<file path="src/rtl/sram_fifo_ctrl.sv">
// Synchronous FIFO controller driving a dual-port SRAM with 1-cycle read latency.
// Optional sticky overflow/underflow outputs are enabled by defining FIFO_ERR_FLAGS_EN.
module sram_fifo_ctrl #(
  parameter int DATA_WIDTH = 8,
  parameter int ADDR_WIDTH = 4,
  parameter int DEPTH      = 16
) (
  input  logic                  clk,
  input  logic                  rst,
  input  logic                  push,
  input  logic [DATA_WIDTH-1:0] push_data,
  input  logic                  pop,
  output logic [DATA_WIDTH-1:0] pop_data,
  output logic                  pop_valid,
  output logic                  full,
  output logic                  empty,
  output logic [ADDR_WIDTH:0]   count,
  output logic [DATA_WIDTH-1:0] ram_data_in,
  output logic [ADDR_WIDTH-1:0] ram_wr_addr,
  output logic [ADDR_WIDTH-1:0] ram_rd_addr,
  output logic                  ram_wr_en,
  output logic                  ram_rd_en,
  input  logic [DATA_WIDTH-1:0] ram_data_out
`ifdef FIFO_ERR_FLAGS_EN
  ,
  output logic                  overflow,
  output logic                  underflow
`endif
);

  localparam logic [ADDR_WIDTH:0]   CNT_FULL  = (ADDR_WIDTH+1)'(DEPTH);
  localparam logic [ADDR_WIDTH:0]   CNT_ZERO  = (ADDR_WIDTH+1)'(1'b0);
  localparam logic [ADDR_WIDTH:0]   CNT_ONE   = (ADDR_WIDTH+1)'(1'b1);
  localparam logic [ADDR_WIDTH-1:0] PTR_ZERO  = ADDR_WIDTH'(1'b0);
  localparam logic [ADDR_WIDTH-1:0] PTR_ONE   = ADDR_WIDTH'(1'b1);

  logic [ADDR_WIDTH-1:0] wr_ptr_r;
  logic [ADDR_WIDTH-1:0] rd_ptr_r;
  logic [ADDR_WIDTH:0]   count_r;
  logic                  pop_valid_r;
  logic                  full_s;
  logic                  empty_s;
  logic                  push_ok_s;
  logic                  pop_ok_s;

  assign full_s  = (count_r == CNT_FULL);
  assign empty_s = (count_r == CNT_ZERO);

  // Accept decode: a full FIFO refuses push, an empty one refuses pop, reset refuses both.
  always_comb begin
    push_ok_s = 1'b0;
    pop_ok_s  = 1'b0;
    if (rst) begin
      push_ok_s = 1'b0;
      pop_ok_s  = 1'b0;
    end else begin
      push_ok_s = push && !full_s;
      pop_ok_s  = pop && !empty_s;
    end
  end

  // Pointer, occupancy and read-valid state.
  always_ff @(posedge clk) begin
    if (rst) begin
      wr_ptr_r    <= PTR_ZERO;
      rd_ptr_r    <= PTR_ZERO;
      count_r     <= CNT_ZERO;
      pop_valid_r <= 1'b0;
    end else begin
      if (push_ok_s) begin
        wr_ptr_r <= wr_ptr_r + PTR_ONE;
      end
      if (pop_ok_s) begin
        rd_ptr_r <= rd_ptr_r + PTR_ONE;
      end
      case ({push_ok_s, pop_ok_s})
        2'b10:   count_r <= count_r + CNT_ONE;
        2'b01:   count_r <= count_r - CNT_ONE;
        default: count_r <= count_r;
      endcase
      // Read data arrives one edge after the strobe, matching the SRAM latency.
      pop_valid_r <= pop_ok_s;
    end
  end

`ifdef FIFO_ERR_FLAGS_EN
  logic overflow_r;
  logic underflow_r;

  // Sticky error flags for requests made against a full or empty FIFO.
  always_ff @(posedge clk) begin
    if (rst) begin
      overflow_r  <= 1'b0;
      underflow_r <= 1'b0;
    end else begin
      if (push && full_s) begin
        overflow_r <= 1'b1;
      end
      if (pop && empty_s) begin
        underflow_r <= 1'b1;
      end
    end
  end

  assign overflow  = overflow_r;
  assign underflow = underflow_r;
`endif

  assign pop_data    = ram_data_out;
  assign pop_valid   = pop_valid_r;
  assign full        = full_s;
  assign empty       = empty_s;
  assign count       = count_r;
  assign ram_data_in = push_data;
  assign ram_wr_addr = wr_ptr_r;
  assign ram_rd_addr = rd_ptr_r;
  assign ram_wr_en   = push_ok_s;
  assign ram_rd_en   = pop_ok_s;

endmodule

</file>
<file path="config.mk">
export PLATFORM = sky130hd
export DESIGN_NAME = sram_fifo_ctrl
export DESIGN_NICKNAME = d
export VERILOG_FILES = /design/src/rtl/sram_fifo_ctrl.sv
export SDC_FILE = /design/constraint.sdc
export NUM_CORES = 1
export LEC_CHECK = 0
export BUFFER_PORTS_ARGS = -buffer_cell sky130_fd_sc_hd__buf_2
export CELL_PAD_IN_SITES_DETAIL_PLACEMENT = 1
export CELL_PAD_IN_SITES_GLOBAL_PLACEMENT = 1
export CORE_MARGIN = 1.5
export CORE_UTILIZATION = 30
export DETAILED_ROUTE_END_ITERATION = 8
export GPL_TIMING_DRIVEN = 0
export HOLD_SLACK_MARGIN = 0.05
export PLACE_DENSITY_LB_ADDON = 0.2
export REMOVE_ABC_BUFFERS = 1
export SLEW_MARGIN = 0
export SYNTH_ARGS = -nofsm -noshare
export SYNTH_HDL_FRONTEND = slang
export SYNTH_SLANG_ARGS = --single-unit
</file>
<file path="constraint.sdc">
create_clock -name clk -period 5.9 [get_ports clk]
set_input_delay 1.18 -clock clk [delete_from_list [all_inputs] [get_ports clk]]
set_output_delay 1.18 -clock clk [all_outputs]
set_load 0.005 [all_outputs]
</file>
Yosys cells after proc, flatten, opt, wreduce, memory -nomap -nowiden
Index checks and enable logic that the tools add are counted.
{ "op_classes": {"add_sub_neg": 4, "n_mul": 0, "div_mod_pow": 0, "n_lt_le_gt_ge": 0, "n_eq_ne": 3, "shifts": 0, "n_mux": 3, "n_bitwise": 0, "n_reduce_logical": 6} }
{ "op_table": {"columns": ["cell", "count"], "rows": [
  ["5-bit case mux with 2 select lines", 1],
  ["4-bit by 1-bit adder with 4-bit output, second input constant", 2],
  ["5-bit by 1-bit adder with 5-bit output, second input constant", 1],
  ["5-bit == test, second input constant", 1],
  ["5-bit logical NOT", 1],
  ["5-bit by 1-bit subtractor with 5-bit output, second input constant", 1],
  ["2-bit by 1-bit == test with 1-bit output, second input constant", 1],
  ["2-bit == test, second input constant", 1],
  ["1-bit logical AND", 2],
  ["1-bit logical NOT", 2],
  ["1-bit two-way mux", 2],
  ["2-bit nonzero test", 1]
]} }
{ "totals": {"register_bits": 14, "latchBits": 0, "ramBits": 0, "mem_bits_ro": 0, "output_inout_bits": 34, "n_memories": 0} }

Depth between registers and ports, before layout
Gate-level depths: netlist (run 1).
{ "depth": {"ltp_word": 6, "depth_mapped": 9} }

Worst setup path before layout (run 1)
Ideal clock, no wire load.
{ "synth_timing": {"path_kind": "input to register", "startpoint": "input rst", "endpoint": "register count_r[4], in the netlist count[4]", "setup_time_ns": 0.070, "arrival_time_ns": 3.224, "required_ns": 5.830, "path_slack_ns": 2.606, "cell_stages": 9, "cell_sequence": "clkbuf_1 > clkbuf_1 > nor2_1 > ha_1 > fa_1 > nand3_1 > a21oi_1 > or4_1 > a21oi_1"} }
{ "synth_via": {"elab_chain_len": 3, "elab_cells_between_ends": 6} }
{ "synth_lines": {"columns": ["item", "line_no", "source"], "rows": [
  ["from (decl)", "9", "input logic rst,"],
  ["1-bit two-way mux (*)", "53", "if (rst) begin"],
  ["net ram_rd_en", "22", "output logic ram_rd_en,"],
  ["2-bit by 1-bit == test with 1-bit output / 2-bit == test (equally long branches)", "76", "case ({push_ok_s, pop_ok_s})"],
  ["5-bit case mux with 2 select lines / 2-bit nonzero test (equally long branches)", null, null],
  ["to (signal assigned)", "77", "2'b10: count_r <= count_r + CNT_ONE;"],
  ["to (signal assigned)", "78", "2'b01: count_r <= count_r - CNT_ONE;"],
  ["to (signal assigned)", "79", "default: count_r <= count_r;"],
  ["to (decl)", "39", "logic [ADDR_WIDTH:0] count_r;"]
]} }
The timed path passes the listed nets; every way through them passes the cells marked *.
A chain may end at the register's enable or synchronous reset.

Final worst setup path (run 1)
{ "layout_timing": {"startpoint": "input push", "endpoint": "register count_r[4], in the netlist count[4]"} }
{ "layout_via": {"elab_chain_len": 4, "elab_cells_between_ends": 6} }
{ "layout_lines": {"columns": ["item", "line_no", "source"], "rows": [
  ["from (decl)", "10", "input logic push,"],
  ["1-bit logical AND (*)", "57", "push_ok_s = push && !full_s;"],
  ["1-bit two-way mux (*)", "53", null],
  ["2-bit by 1-bit == test with 1-bit output / 2-bit == test (equally long branches)", "76", null],
  ["5-bit case mux with 2 select lines / 2-bit nonzero test (equally long branches)", null, null]
]} }
Mark *: on every way between the ends. The rest lies on a longest branch, timed or not.

==> results of run 1 <==
==> cells in the mapped netlist (2+ instances only) <==
| cell type | number | share of area, % |
|---|---|---|
| xor2_1 | 4 | 4.0 |
| clkbuf_1 | 3 | 1.3 |
| ha_1 | 6 | 8.7 |
| nor4_1 | 2 | 1.4 |
| mux2i_1 | 3 | 3.5 |
| xnor2_1 | 4 | 4.0 |
| dfxtp_1 | 14 | 32 |
| buf_4 | 16 | 14 |
| inv_1 | 4 | 1.7 |
| o211ai_1 | 2 | 1.7 |
| and3_1 | 2 | 1.4 |
| a211oi_1 | 2 | 1.7 |
| a21oi_1 | 6 | 3.5 |
| nor2_1 | 16 | 6.9 |
| nand3_1 | 2 | 1.2 |
==> area by class of cell <==
type | instances | area (sq um) | share of cell area [%]
tap | 31 | 38.8 | 4.26
multi-input combinational | 60 | 434 | 47.7
sequential | 14 | 280 | 30.8
inverter | 4 | 15.0 | 1.65
clock buffer | 4 | 36.3 | 3.99
timing repair buffer | 21 | 105 | 11.6
==> routing by layer <==
metal,share of wire (%),GRT usage [%],vias up,wire (um)
met1,48,17.0,324,945
met5,0,5.36,-,0
met3,9.8,6.68,0,192
li1,-,-,324,-
met4,0,7.14,0,0
met2,42,18.3,37,829
==> power by group through the flow <==
stage / clock network (mW) / registers (mW) / logic (mW)
floorplan: 0 / 0.114 / 0.0404
global placement: 0 / 0.115 / 0.0616
detailed placement: 0 / 0.115 / 0.0629
CTS: 0.0736 / 0.113 / 0.0629
global route: 0.0781 / 0.115 / 0.0706
finish: 0.0704 / 0.113 / 0.0615
==> worst max path at each step <==
stage / start / end / slack, ns
after floorplan: push / count[4] / 2.84
final: push / count[4] / 2.83
after global placement: push / count[4] / 2.59
after CTS: push / count[4] / 2.82
after global routing: count[0] / count[4] / 2.57
after detailed placement: push / count[4] / 2.52
==> stage by stage <==
step / instances / power (mW)
global placement: 130 / 0.177
floorplan: 78 / 0.155
global route: 134 / 0.264
CTS: 134 / 0.250
finish: 134 / 0.245
detailed placement: 130 / 0.178
==> flip-flops by register name, indices dropped and copies added, names as in the netlist <==
signal       flops
count            5
ram_rd_addr      4
ram_wr_addr      4
pop_valid        1
==> layout by cell type (no fill, tap or decap) <==
master and count:
xor2_1 4, xnor2_1 4, buf_2 21, a211oi_1 2
and2_1 1, or4_4 1, nand2b_1 1, or4_1 1
o31ai_1 1, a21o_2 1, nor4_1 2, o211ai_1 2
nand3_1 2, and3_1 2, nor2_1 16, o21ai_4 1
clkbuf_4 3, nand2_1 1, a21oi_1 6, clkbuf_8 1
or3_1 1, ha_1 6, nor4bb_1 1, inv_1 4
mux2i_1 3, fa_1 1, dfxtp_1 14
==> kinds of logic after synthesis <==
logic type	Yosys count	share of synthesized area [%]
compound gates	13	10.7
xor+xnor	8	8.09
fa+ha+maj	7	11.0
buf+inv	24	17.5
flops	14	32.4
mux	3	3.47
simple gates	29	16.9
==> critical path, cell delays in order <==
cell	delay, ns
buf_2	0.07
inv_1	0.05
a21oi_1	0.27
nand2b_1	0.13
ha_1	0.30
ha_1	0.35
a21oi_1	0.19
a21oi_1	0.11
or4_1	0.47
a21oi_1	0.15
==> results.ini, run 1 <==
[synthesis]
async_flop_share_pct=0
synth-seq-area-share_pct=32.4
synth_warnings=0
syn_area_sq_um=866
synth_cells=98
ys_types=27
yosys_register_bits=14
synth_ff_type=dfxtp_1
synth_edf_count=0
synth_area_per_cell_sq_um=8.84

[timing]
clock_skew_ns=0.00105
rsz0062_at_grt=false
relSlewSlack_pct=60.4
setup_ws_ns=2.83
fmax_ghz=0.326
whs_ns=0.513
setup_viol=0
tightest_slew_ns=0.588
finalCriticalPeriod_ns=3.07
setup-tns-final_ns=0
drv_slew=0
finalHoldViolations=0
fin_crit_sh_pct=52.0

[power_and_ir_drop]
ir_drop_mv=0.0971
cellInternalPower_uw=169
combinationalPowerShare_pct=25.1
p_clk_share_pct=28.8
p_leak_nw=0.450
power_frac_seq_pct=46.1
power_density_mw_per_mm2=269
switching_share_pct=30.8
p_switching_uw=75.4

[die]
fp.dieArea_sq_mm=0.00322
start_util_pct=31.4
boundaryPins=54
die_w_um=56.7
row_count=19
core_area_sq_mm=0.00276
die_h_um=56.7

[layout]
design_area_sq_um=910
final_core_util_pct=33.0
drive_gt1_share_pct=27.2
insertedDiodeCount=0
nets=131
nFillCells=346
areaGrowthSynthToFinish_pct=5.06

[worst_hold_path]
whs_path_depth=2
whs_endpoint=ram_rd_addr[3]
min_from=ram_rd_addr[3]
hold_path_class=reg2reg

[routing]
via_count=685
drtAntennaViolNets=0
wl_per_cell_um=14.7
first_pass_iters=6
wl_um=1970
dr.first_iter.drc_count=9
via_per_inst=5.11
drc=0

[clocking]
cts_setup_buffers=0
clock-root-buffer=clkbuf_4
ctsResizeCount=0
numCtsBuffers=3
htree_levels=1
postCtsHoldBufs=0
clock_latency_ns=0.28
clock_path_buffers=2
clkTransAtPathRegs_ns=0.09
clock-sinks=14
cts_tree=built

[global_routing]
antenna_found_initial=0
grt_overflow_total=0
grt_max_degree=19
grt_pass1_wl_um=3330
grt_pass1_vias=699
grt_use_total_pct=13.5

[worst_setup_path]
cp-start-kind=primary input
critPathKind=in2reg
worstPathArrival_ns=3.28
critPathMaxFanout=5
r2r-start=count[0]
cp-end-kind=flip-flop
reg2reg_slack_ns=2.95
r2r_end=count[4]
required_ns=6.12
r2r_cells=9

[place]
io_buffer_count=21
hpwlAfterDp_um=1500
pre_cts_slack_ns=2.52
placed_area_sq_um=873
gp_congestion=0.657

[status]
outcome=finished clean

[job]
max_cap_violations=0

(Power assumes the default switching activity.)
==> inputs of run 2 (changes only) <==
- CORE_UTILIZATION: 30 -> 26
- clock period: 5.9 -> 2.8 ns (I/O delays scaled with it)
==> run 2 against run 1 <==
Final area up 14%. First-iteration DRC count is 33% higher. Critical endpoint unchanged. Hold slack improved by 0.0079 ns. Critical path depth fell by 1. Clock-buffer cell count unchanged. Register-to-register slack worse by 2.8 ns. Wire length increased by 4.3%. Cell count grew 13%. Critical path type is now reg2reg.
==> results.ini, run 2 (synthesis results as in run 1) <==
[status]
outcome=finished clean

[worst_setup_path]
critPathMaxFanout=5  ; unchanged
cp_slowest_cell=or4_4
path_cells=or4_4 -> o21ai_4 -> nor2_1 -> ha_4 -> ha_4 -> nand3_1 -> and3_1 -> or4_1 -> a21oi_2
cpMostUsedCell=ha_4
critical_path_buf_inv_count=0  ; -2
cp-end-kind=flip-flop
worstSetupPathDepth=9  ; -1
slowest_delay_ns=0.56  ; +0.09 ns
required_ns=3.03  ; -3.09 ns
critPathKind=reg2reg
cp-start-kind=flip-flop
r2r_cells=9  ; unchanged
worstPathArrival_ns=2.89  ; -0.39 ns
crit_family=simple AND/OR/NAND/NOR gates

[clocking]
clkTransAtPathRegs_ns=0.09  ; about the same
numCtsBuffers=3  ; unchanged
clock_latency_ns=0.28  ; about the same
cts_tree=built
clock-sinks=14  ; unchanged
clock-root-buffer=clkbuf_4
clock_path_buffers=2  ; unchanged
htree_levels=1  ; unchanged

[worst_hold_path]
whs_path_depth=2  ; unchanged
hold_path_class=reg2reg

[layout]
final_cells=152  ; +13%
final_cell_mix=buf_2, nor2_1, dfxtp_1, buf_4
areaGrowthSynthToFinish_pct=19.5
layout_commonest_cell=buf_2
largest_reg_flops=5  ; unchanged
register_area_sq_um=289  ; +3.1%
final_core_util_pct=33.3  ; +0.36 points
nFillCells=389  ; +12%
nets=136  ; +3.8%
multi_input_area_sq_um=497  ; +14%
insertedDiodeCount=0  ; unchanged
drive_gt1_share_pct=39.8  ; +13 points

[routing]
drtAntennaViolNets=0  ; unchanged
wl_um=2050  ; +4.3%
via_count=696  ; +1.6%
via_per_inst=4.58  ; -10%
drc=0  ; unchanged
dr.first_iter.drc_count=12  ; +3
first_pass_iters=2  ; -4
wl_per_cell_um=13.5  ; -8.1%

[timing]
rsz0062_at_grt=false
setup_viol=0  ; unchanged
fmax_ghz=0.375
clock_skew_ns=0.00454  ; +0.00349 ns
setup-tns-final_ns=0  ; unchanged
relSlewSlack_pct=73.2  ; +13 points
finalHoldViolations=0  ; unchanged
finalCriticalPeriod_ns=2.66
tightest_slew_ns=0.402  ; -0.187 ns
drv_slew=0  ; unchanged
fin_crit_sh_pct=95.1

[global_routing]
grt_use_total_pct=11.5  ; -2.1 points
grt_pass1_wl_um=3020  ; -9.5%
grt_overflow_total=0  ; unchanged
grt_max_degree=19  ; unchanged
antenna_found_initial=0  ; unchanged
grt_pass1_vias=638  ; -8.7%

[die]
row_count=20  ; +1
boundaryPins=54  ; unchanged
fp.dieArea_sq_mm=0.00369  ; +15%
die_h_um=60.7  ; +7.0%
start_util_pct=27.9  ; -3.5 points
die_w_um=60.7  ; +7.0%
core_area_sq_mm=0.00310  ; +13%

[job]
max_cap_violations=0  ; unchanged

[place]
gp_congestion=0.793  ; +21%
hpwlAfterDp_um=1540  ; +3.0%
dp_cells=143  ; +10%
io_buffer_count=21  ; unchanged

[power_and_ir_drop]
ir_drop_mv=0.119  ; +22%
p_leak_nw=0.476  ; +5.8%
power_density_mw_per_mm2=543  ; +100%

-- run 2: layout make-up --
type | instances | area share [%]
flip-flops and latches | 14 | 27.9
multi-input cells | 60 | 48.0
repair buffers | 26 | 13.8
inverters | 4 | 1.45
clock buffers | 4 | 3.51
well taps | 44 | 5.32
-- run 2: final timing paths --
| check | slack [ns] | to | startpoint |
|---|---|---|---|
| max reg2reg | 0.14 | count[4] | count[1] |
| max | 0.14 | count[4] | count[1] |
| min reg2reg | 0.52 | ram_wr_addr[3] | ram_wr_addr[3] |
| min | 0.52 | ram_wr_addr[3] | ram_wr_addr[3] |
-- run 2: per-stage QoR --
step           worst slack (ns)  area (sq um)  hold WS [ns]  power (mW)
2_1_floorplan             0.126           729         0.502       0.326
3_3_place_gp             -0.119           890         0.491       0.373
3_5_place_dp             -0.194           890         0.512       0.376
4_1_cts                 0.00196           937         0.535       0.535
5_1_grt                  0.0192          1030         0.542       0.602
6_report                  0.136          1030         0.521       0.562
-- run 2: timing repair --
item | in CTS | in global routing
gates cloned | 0 | 0
hold buffers | 0 | 0
resized for setup | 4 | 10
setup endpoints to repair | 2 | 2
pin swaps | 0 | 7
endpoints found under the hold margin | 0 | 0
buffers inserted | 0 | 5
-- run 2: routing by layer --
| layer | routed length [um] | up-vias | share of wire [%] | track usage [%] |
|---|---|---|---|---|
| met3 | 206 | 2 | 10 | 6.61 |
| met1 | 956 | 326 | 47 | 14.4 |
| met4 | 26 | 0 | 1.3 | 6.52 |
| met5 | 0 | - | 0 | 4.29 |
| met2 | 863 | 35 | 42 | 14.7 |
| li1 | - | 333 | - | - |
-- run 2: where the power goes --
part | switching, mW | internal (mW) | leakage, nW
clock | 0.0695 | 0.0791 | 0.0210
sequential | 0.0246 | 0.218 | 0.116
combinational | 0.0764 | 0.0943 | 0.340
-- run 2: worst min-delay path, stage by stage (launching register included) --
cell     delay (ns)
dfxtp_1        0.35
xnor2_1        0.07
nor2_1         0.07
==> inputs of run 3 (changes only) <==
- CELL_PAD_IN_SITES_DETAIL_PLACEMENT: 1 -> 0
- CELL_PAD_IN_SITES_GLOBAL_PLACEMENT: 1 -> 2
- CORE_UTILIZATION: 26 -> 20
==> run 3 against run 2 <==
Die area grew 28%. Global-route usage fell by 2.0 points. Clock skew shrank 0.0019 ns. Wire length grew 2.6%. Combinational power is 9% lower. Total power is 0.12% higher. Hold slack worse by 0.0074 ns. Via count shrank 2.9%. Sequential power hardly changed. Sequential cell count stayed put. Highest routed layer unchanged.
==> results.ini, run 3 (synthesis results as in run 1) <==
[die]
start_util_pct=21.2  ; -6.7 points
boundaryPins=54  ; unchanged
fp.dieArea_sq_mm=0.00473  ; +28%
die_w_um=68.8  ; +13%
die_h_um=68.8  ; +13%
core_area_sq_mm=0.00409  ; +32%
row_count=23  ; +15%

[worst_setup_path]
cp-startpoint=count[1]
required_ns=2.98  ; -0.05 ns
critPathMaxFanout=6  ; +1
cp-start-kind=flip-flop
cp-end-kind=flip-flop
worstPathArrival_ns=2.83  ; -0.06 ns
reg2reg_slack_ns=0.15  ; about the same
critPathKind=reg2reg
r2r-start=count[1]

[place]
placed_area_sq_um=897  ; +0.84%
gp_congestion=0.799  ; +0.77%
io_buffer_count=21  ; unchanged
hpwlAfterDp_um=1550  ; +0.48%

[global_routing]
grt_pass1_vias=634  ; -0.63%
grt_pass1_wl_um=3150  ; +4.6%
grt_use_total_pct=9.44  ; -2.0 points
grt_overflow_total=0  ; unchanged
grt_max_degree=19  ; unchanged
antenna_found_initial=0  ; unchanged

[routing]
first_pass_iters=2  ; unchanged
drc=0  ; unchanged
via_per_inst=4.42  ; -3.5%
drtAntennaViolNets=0  ; unchanged
wl_um=2110  ; +2.6%
wl_per_cell_um=13.8  ; +2.0%
via_count=676  ; -2.9%
dr.first_iter.drc_count=25  ; +13

[timing]
clock_skew_ns=0.00265  ; -0.00189 ns
drv_slew=0  ; unchanged
finalHoldViolations=0  ; unchanged
finalCriticalPeriod_ns=2.65  ; -0.0116 ns
setup_viol=0  ; unchanged
fmax_ghz=0.377  ; +0.44%
rsz0062_at_grt=false
relSlewSlack_pct=70.6  ; -2.6 points
fin_crit_sh_pct=94.7  ; -0.41 points
tightest_slew_ns=0.441  ; +0.0393 ns

[layout]
final_core_util_pct=25.0  ; -8.3 points
insertedDiodeCount=0  ; unchanged
largest_reg_flops=5  ; unchanged
final_cell_mix=buf_2, nor2_1, dfxtp_1
nFillCells=465  ; +20%
layout_commonest_cell=buf_2
multi_input_area_sq_um=504  ; +1.5%
design_area_sq_mm=0.00102  ; -1.2%
register_area_sq_um=287  ; -0.87%
nets=132  ; -2.9%
areaGrowthSynthToFinish_pct=18.1
drive_gt1_share_pct=38.8  ; -0.98 points

[clocking]
clock_latency_ns=0.24  ; -0.04 ns
clkTransAtPathRegs_ns=0.06  ; -0.03 ns
clock_path_buffers=2  ; unchanged
clock-root-buffer=clkbuf_8
htree_levels=1  ; unchanged
clock-sinks=14  ; unchanged
numCtsBuffers=3  ; unchanged
cts_tree=built

[worst_hold_path]
hold_path_class=reg2reg
min_from=ram_rd_addr[3]

[power_and_ir_drop]
power_density_mw_per_mm2=550  ; +1.3%
p_leak_nw=0.458  ; -3.9%
ir_drop_mv=0.127  ; +6.9%
power_uw=562  ; +0.12%

[job]
max_cap_violations=0  ; unchanged

[status]
outcome=finished clean

==> run 3: changes by cell type in the layout (fill, tap and decap cells not counted), sizes merged <==
cell    previous run  this run
buf               26        22
clkbuf             4         3
==> run 3: power breakdown <==
| part | internal (mW) | switching [mW] |
|---|---|---|
| Sequential | 0.217 | 0.0265 |
| Clock | 0.0950 | 0.0679 |
| Combinational | 0.0827 | 0.0729 |
| Total | 0.395 | 0.167 |
==> run 3: through the flow <==
stage                     hold WS (ns)  instances  setup TNS, ns  setup WS, ns
after detailed placement         0.510        149         -0.362        -0.210
after global placement           0.491        149         -0.227        -0.148
after CTS                        0.524        153              0        0.0275
final                            0.514        153              0         0.148
after global routing             0.533        153              0        0.0194
after floorplan                  0.502         78              0         0.126
==> run 3: final cells by class <==
type	count	share of cell area, %
multi-input combinational	60	49.3
tap	50	6.12
timing repair buffer	22	11.0
inverter	4	1.47
sequential	14	28.0
clock buffer	3	4.04
==> run 3: per-layer routing <==
| layer | track usage [%] | part of all wire [%] | up-vias |
|---|---|---|---|
| li1 | - | - | 326 |
| met1 | 12.9 | 49 | 313 |
| met2 | 10.9 | 39 | 35 |
| met3 | 5.36 | 11 | 2 |
| met4 | 5.15 | 1.6 | 0 |
| met5 | 3.75 | 0 | - |
==> run 3: worst paths after layout <==
check	cells past startpoint	end
setup / recovery	9	count[4]
hold / removal	2	ram_rd_addr[3]
setup reg to reg	9	count[4]
hold reg to reg	2	ram_rd_addr[3]
==> run 3: critical path: stages (launching register included) <==
cell and delay (ns):
dfxtp_4 0.37, or4_4 0.58, o21ai_4 0.16, nor2_2 0.07, ha_4 0.22, ha_4 0.29
nand3_1 0.11, and3_4 0.19, or4_1 0.48, a21oi_2 0.12
==> run 3: repair_timing <==
item / in CTS / in global routing
buffers inserted: 1 / 0
setup endpoints to repair: 2 / 2
pin swaps: 1 / 6
hold buffers: 0 / 0
gates resized for setup: 3 / 12
